`src/rtl/toy_ldq_pkg.sv`:
```
// Shared types for the load queue: LSU payload, default depth and per-entry state.
package toy_pack;

  localparam int LDU_DEPTH = 8;

  typedef struct packed {
    logic [3:0]  tag;
    logic [15:0] addr;
  } lsu_pkg;

  typedef enum logic [1:0] {
    ENT_FREE,
    ENT_WAIT,
    ENT_ISSUED,
    ENT_DONE
  } ldq_state_e;

endpackage

```
`src/rtl/toy_ldq_credit.sv`:
```
// Credit return to the LSU buffer, one credit per retired load.
// TOY_LDQ_CREDIT_COALESCE_EN batches credits until four accumulate or a retire-free cycle.
module toy_ldq_credit (
  input  logic       clk,
  input  logic       rst_n,
  input  logic       cancel_en,
  input  logic       retire,
  output logic       ldu_credit_en,
  output logic [3:0] ldu_credit_num
);

`ifdef TOY_LDQ_CREDIT_COALESCE_EN
  logic [3:0] acc_q;
  logic [3:0] sum;

  assign sum = acc_q + 4'(retire);

  always_ff @(posedge clk) begin
    if (rst_n || cancel_en) begin
      acc_q          <= '0;
      ldu_credit_en  <= 1'b0;
      ldu_credit_num <= '0;
    end else if ((retire && sum >= 4'd4) || (!retire && acc_q != '0)) begin
      acc_q          <= '0;
      ldu_credit_en  <= 1'b1;
      ldu_credit_num <= sum;
    end else begin
      acc_q          <= sum;
      ldu_credit_en  <= 1'b0;
      ldu_credit_num <= '0;
    end
  end
`else
  // NOTE: sequential state uses non-blocking assignments so every flop samples pre-edge values.
  always_ff @(posedge clk) begin
    if (rst_n || cancel_en) begin
      ldu_credit_en  <= 1'b0;
      ldu_credit_num <= '0;
    end else begin
      ldu_credit_en  <= retire;
      ldu_credit_num <= {3'b000, retire};
    end
  end
`endif

endmodule

```
`src/rtl/toy_ldq.sv`:
```
// Two-lane load queue: in-order dcache issue, in-order response fill, in-order writeback.
// Credit batching is selected with TOY_LDQ_CREDIT_COALESCE_EN (see toy_ldq_credit).
module toy_ldq
  import toy_pack::*;
#(
  parameter int DEPTH = LDU_DEPTH,
  parameter int RSP_W = 32
) (
  input  logic             clk,
  input  logic             rst_n,
  input  logic [1:0]       ldu_vld,
  input  lsu_pkg [1:0]     ldu_pld,
  output logic [1:0]       ldq_rdy,
  output logic             dc_req_vld,
  output lsu_pkg           dc_req_pld,
  input  logic             dc_req_rdy,
  input  logic             dc_rsp_vld,
  input  logic [RSP_W-1:0] dc_rsp_data,
  output logic             wb_vld,
  output lsu_pkg           wb_pld,
  output logic [RSP_W-1:0] wb_data,
  input  logic             wb_rdy,
  input  logic             cancel_en,
  output logic             ldu_credit_en,
  output logic [3:0]       ldu_credit_num
);

  localparam int DEPTH_W = $clog2(DEPTH);
  localparam logic [DEPTH_W:0] DEPTH_V = (DEPTH_W+1)'(DEPTH);

  ldq_state_e       st_q   [DEPTH];
  lsu_pkg           pld_q  [DEPTH];
  logic [RSP_W-1:0] data_q [DEPTH];

  logic [DEPTH_W-1:0] head_q, iss_q, tail_q, tail1, rsp_idx;
  logic [DEPTH_W:0]   occ, out_cnt, free;
  logic [DEPTH_W+1:0] drop_cnt, pend, drop_load;
  logic               acc0, acc1, issue, rsp_take, retire;

  assign free    = DEPTH_V - occ;
  assign ldq_rdy = {free >= (DEPTH_W+1)'(2), free >= (DEPTH_W+1)'(1)};

  // Flush outranks everything, so no handshake is offered in a cancel cycle.
  assign acc0     = ldu_vld[0] & ldq_rdy[0] & ~cancel_en;
  assign acc1     = ldu_vld[1] & ldq_rdy[1] & acc0;
  assign tail1    = tail_q + DEPTH_W'(1);

  assign dc_req_vld = (st_q[iss_q] == ENT_WAIT) & ~cancel_en;
  assign dc_req_pld = pld_q[iss_q];
  assign issue      = dc_req_vld & dc_req_rdy;

  // Responses return in issue order, so the oldest issued entry sits out_cnt behind iss_q.
  assign rsp_idx  = iss_q - out_cnt[DEPTH_W-1:0];
  assign rsp_take = dc_rsp_vld & (drop_cnt == '0) & ~cancel_en;

  assign wb_vld  = (st_q[head_q] == ENT_DONE) & ~cancel_en;
  assign wb_pld  = pld_q[head_q];
  assign wb_data = data_q[head_q];
  assign retire  = wb_vld & wb_rdy;

  // A response arriving with the flush consumes one of the pending replies.
  assign pend      = drop_cnt + (DEPTH_W+2)'(out_cnt);
  assign drop_load = (dc_rsp_vld && pend != '0) ? pend - (DEPTH_W+2)'(1) : pend;

  always_ff @(posedge clk) begin
    if (rst_n || cancel_en) begin
      head_q   <= '0;
      iss_q    <= '0;
      tail_q   <= '0;
      occ      <= '0;
      out_cnt  <= '0;
      drop_cnt <= rst_n ? '0 : drop_load;
      for (int i = 0; i < DEPTH; i++) st_q[i] <= ENT_FREE;
    end else begin
      if (acc0)     st_q[tail_q]  <= ENT_WAIT;
      if (acc1)     st_q[tail1]   <= ENT_WAIT;
      if (issue)    st_q[iss_q]   <= ENT_ISSUED;
      if (rsp_take) st_q[rsp_idx] <= ENT_DONE;
      if (retire)   st_q[head_q]  <= ENT_FREE;

      tail_q  <= tail_q + DEPTH_W'(acc0) + DEPTH_W'(acc1);
      iss_q   <= iss_q + DEPTH_W'(issue);
      head_q  <= head_q + DEPTH_W'(retire);
      occ     <= occ + (DEPTH_W+1)'(acc0) + (DEPTH_W+1)'(acc1) - (DEPTH_W+1)'(retire);
      out_cnt <= out_cnt + (DEPTH_W+1)'(issue) - (DEPTH_W+1)'(rsp_take);
      if (dc_rsp_vld && drop_cnt != '0) drop_cnt <= drop_cnt - (DEPTH_W+2)'(1);
    end
  end

  // NOTE: payload/data arrays carry no reset; entry state alone decides whether contents are live.
  always_ff @(posedge clk) begin
    if (acc0)     pld_q[tail_q]   <= ldu_pld[0];
    if (acc1)     pld_q[tail1]    <= ldu_pld[1];
    if (rsp_take) data_q[rsp_idx] <= dc_rsp_data;
  end

  toy_ldq_credit u_credit (
    .clk            (clk),
    .rst_n          (rst_n),
    .cancel_en      (cancel_en),
    .retire         (retire),
    .ldu_credit_en  (ldu_credit_en),
    .ldu_credit_num (ldu_credit_num)
  );

  a_lane1_alone: assert property (@(posedge clk) disable iff (rst_n) !(ldu_vld[1] && !ldu_vld[0]))
    else $error("ldu_vld[1] asserted without ldu_vld[0]");
  a_accept_full: assert property (@(posedge clk) disable iff (rst_n) !(acc0 && occ == DEPTH_V))
    else $error("load accepted while queue full");
  a_rsp_orphan: assert property (@(posedge clk) disable iff (rst_n)
                                 !(dc_rsp_vld && out_cnt == '0 && drop_cnt == '0))
    else $error("dcache response with nothing outstanding");

endmodule

```
`config.mk`:
```
export PLATFORM = sky130hd
export DESIGN_NAME = toy_ldq
export DESIGN_NICKNAME = d
export VERILOG_FILES = /design/src/rtl/toy_ldq_pkg.sv /design/src/rtl/toy_ldq_credit.sv /design/src/rtl/toy_ldq.sv
export SDC_FILE = /design/constraint.sdc
export NUM_CORES = 1
export LEC_CHECK = 0
export CAP_MARGIN = 40
export CORE_MARGIN = 1.5
export CORE_UTILIZATION = 59
export DETAILED_ROUTE_END_ITERATION = 10
export PLACE_DENSITY = 0.88
export RECOVER_POWER = 25
export SKIP_CTS_REPAIR_TIMING = 1
export SLEW_MARGIN = 20
export SYNTH_ARGS = -nofsm -noshare
export SYNTH_HDL_FRONTEND = slang
export SYNTH_SLANG_ARGS = --single-unit
```
`constraint.sdc`:
```
create_clock -name clk -period 6.3 [get_ports clk]
set_input_delay 0.945 -clock clk [delete_from_list [all_inputs] [get_ports clk]]
set_output_delay 0.945 -clock clk [all_outputs]
set_load 0.02 [all_outputs]
```
==> results.py <==
metrics = {
    "min_path": {
        "hold_path.class": "flip-flop to flip-flop",
        "min_to": "st_q[7][1]$_SDFFE_PP0P_",
        "hold_start": "st_q[7][1]$_SDFFE_PP0P_",
        "whs_path_depth": 2,
    },
    "clocking": {
        "cts_buffer_depth": 3,
        "cts_max_level": 2,
        "clkTransAtPathRegs_ps": 60,
        "cts_tree": "built",
        "clkSinkCount": 455,
        "cts_buffers": 46,
        "root_buffer": "clkbuf_16",
        "clkLatencyLatePin_ps": 570,
    },
    "power_and_ir_drop": {
        "swShare_pct": 22.7,
        "p_total_mw": 6.66,
        "leakage_nw": 8.05,
        "p_seq_share_pct": 50.8,
        "ir_worst_vdd_mv": 0.298,
        "intPower_mw": 5.15,
        "p_sw_mw": 1.51,
        "p_comb_share_pct": 8.2,
        "power_density_nw_per_um2": 270,
        "clkPwrFrac_pct": 41.0,
    },
    "floorplanning": {
        "die_w_um": 191,
        "start_util_pct": 60.1,
        "core_um2": 34500,
        "design.die.area_um2": 36300,
        "rows": 68,
        "ioPinCount": 161,
        "die_h_um": 191,
    },
    "logic_synthesis": {
        "async_flop_share_pct": 0,
        "synth_flop_cell": "edfxtp_1",
        "synthAdderAreaFrac_pct": 2.09,
        "ys_top_cells_by_count": "421 x edfxtp_1, 211 x a22oi_1, 170 x mux2_2, 58 x clkbuf_1, 50 x nor2_1",
        "synth_xor_xnor_area_share_pct": 1.04,
        "ys_seq_elements": 455,
        "synth_top_area_share_pct": 60.9,
        "yosysSeqAreaShare_pct": 64.2,
        "netlist_area_um2": 20700,
        "synth-compound-area-share_pct": 12.8,
        "synth_area_leader_cell": "edfxtp_1",
        "yosys_warnings": 0,
        "yosysUniqueCellTypes": 78,
        "synth_top_family_by_area": "compound AO/OA/AOI/OAI gates",
        "synth_most_common_cell": "edfxtp_1",
        "synth.area.mux_share_pct": 10.7,
        "synth_edf_count": 421,
        "syn-mean-instance-area_um2": 14.5,
        "synthTopCellsByArea": "edfxtp_1 61%, mux2_2 9.2%, a22oi_1 7.6%",
        "syn_inst": 1426,
        "synthSimpleGateAreaFrac_pct": 6.55,
    },
    "timing": {
        "max_freq_ghz": 0.211,
        "setup_viol": 0,
        "hold_viol": 0,
        "fin_crit_ps": 4740,
        "setup_tns_ps": 0,
        "timing.final.crit_share_pct": 75.2,
        "maxSlewHeadroom_pct": 39.1,
        "grt_setup_unrepaired": "no",
        "fin_skew_ps": 13.4,
        "tightest_slew_ps": 912,
        "drv_slew": 0,
    },
    "critical_path": {
        "reg2reg_depth": 12,
        "critPathKind": "flip-flop to output pin",
        "worstSetupEndpointType": "output pin",
        "crit_fanout": 25,
        "reg2reg_from": "head_q[1]$_SDFF_PN0_",
        "startpoint_type": "flip-flop",
        "r2r_end": "occ[1]$_SDFF_PN0_",
        "worstPathRequired_ps": 5350,
        "reg2reg_slack_ps": 2310,
        "crit_arrival_ps": 3790,
    },
    "route": {
        "drc": 0,
        "routed_wl_mm": 61.5,
        "route.vias.total": 15200,
        "firstDrtPassIters": 7,
        "wl_per_cell_um": 29.6,
        "vias_per_cell": 7.28,
        "ant_nets": 0,
        "drtIter0Drc": 2352,
    },
    "finish": {
        "multi_input_area_um2": 7060,
        "nets": 1698,
        "area_delta_synth_final_pct": 19.0,
        "seqCellArea_um2": 13300,
        "fill_cells": 2091,
        "drive_gt1_share_pct": 20.9,
    },
    "global_route": {
        "grt_pass1_vias": 15300,
        "grt_pass1_wl_mm": 91.0,
        "track_usage_pct": 33.5,
        "antenna_found_initial": 4,
        "grt_overflow": 0,
        "grt_max_degree": 39,
    },
    "place": {
        "place_hpwl_mm": 35.0,
        "placement.io_buffers": 157,
        "place.gp.congestion": 0.934,
    },
    "run_status": {
        "outcome": "completed",
    },
    "flow_run": {
        "drv_cap": 0,
    },
}
-- power groups by stage --
stage | Clock, mW | Sequential (mW) | Combinational [mW]
2_1_floorplan | 0 | 3.44 | 0.299
3_3_place_gp | 0 | 3.45 | 0.508
3_5_place_dp | 0 | 3.45 | 0.532
4_1_cts | 2.74 | 3.39 | 0.540
5_1_grt | 2.86 | 3.39 | 0.583
6_report | 2.73 | 3.39 | 0.544
-- per-stage QoR --
stage	setup slack, ps	hold WS (ps)	utilization, %	area, um^2	instances
final	1560	556	71.5	24700	2081
after global routing	1490	557	71.5	24700	2080
after CTS	1620	540	71.4	24700	2076
after detailed placement	2260	515	67.1	23200	1993
after global placement	2200	497	66.5	23000	1983
after floorplan	1780	470	-	20800	1428
-- cell families (layout without fill, tap and decap cells) --
group                      after synthesis  in the layout
AOI/OAI and AO/OA                      350            350
xor gates and xnor gates                23             23
adders and majority gates               31             31
buffers and inverters                  126            320
DFF                                    455            455
muxes                                  195            195
other                                    1              7
and+or+nand+nor                        245            245
-- how the worst max path moves through the flow --
stage	from	to	slack [ps]	depth (start not counted)
after detailed placement	head_q[0]$_SDFF_PN0_	wb_data[10]	2260	7
after CTS	head_q[0]$_SDFF_PN0_	wb_data[22]	1620	6
final	head_q[0]$_SDFF_PN0_	wb_data[22]	1560	6
after floorplan	iss_q[0]$_SDFF_PN0_	st_q[6][0]$_SDFFE_PP0P_	1780	10
after global routing	head_q[0]$_SDFF_PN0_	wb_data[25]	1490	7
after global placement	head_q[0]$_SDFF_PN0_	wb_pld[16]	2200	6
-- flip-flops by register name, indices dropped and copies added (netlist names) --
signal / flops
data_q: 256
drop_cnt: 5
head_q: 3
iss_q: 3
occ: 4
out_cnt: 4
pld_q: 160
st_q: 16
tail_q: 3
u_credit.ldu_credit_en: 1
-- placed cells by master (no fill, tap or decap), types with 7 or more instances in the layout --
cell / Yosys / routed
clkbuf_1: 58 / 9
nor3_1: 24 / 15
and2_1: 16 / 16
clkinv_1: 0 / 8
a22oi_1: 211 / 211
mux2_2: 170 / 170
inv_1: 25 / 25
nor2_1: 50 / 37
a22o_1: 21 / 21
edfxtp_1: 421 / 421
xor2_1: 12 / 12
dlygate4sd3_1: 0 / 30
ha_1: 25 / 25
o21ai_0: 13 / 13
a21oi_1: 27 / 25
a211oi_1: 8 / 8
or3_1: 7 / 7
buf_4: 6 / 42
nand4_1: 37 / 37
mux2i_1: 15 / 15
nand2_1: 23 / 23
clkbuf_16: 0 / 46
nor3_2: 1 / 10
clkinv_2: 0 / 10
xnor2_1: 10 / 10
a221oi_1: 28 / 28
nand3_1: 39 / 39
nor2_4: 0 / 11
clkdlybuf4s50_1: 0 / 127
dfxtp_1: 34 / 33
-- area by class of cell --
type / instances / share of cell area, %
Clock buffer: 55 / 4.80
Timing Repair Buffer: 210 / 8.61
Sequential cell: 455 / 54.0
Tap cell: 455 / 2.31
Inverter: 27 / 0.421
Antenna cell: 4 / 0.0405
Multi-Input combinational cell: 847 / 28.6
Clock inverter: 28 / 1.26
-- critical path, stage by stage, from the launching register on --
cell             delay (ps)
dfxtp_1                 650
nand2b_1                330
nor2_4                  700
buf_4                   460
a22oi_1                 170
nand4_1                 230
clkdlybuf4s50_1         670
-- metal layers --
metal | part of all wire (%) | track usage [%] | wire length [um]
met3 | 15 | 8.50 | 8930
met5 | 0.013 | 0 | 8
met4 | 5.3 | 18.5 | 3250
met1 | 34 | 43.6 | 20900
met2 | 46 | 51.8 | 28500
No activity file was read; power rests on OpenSTA's default activity.
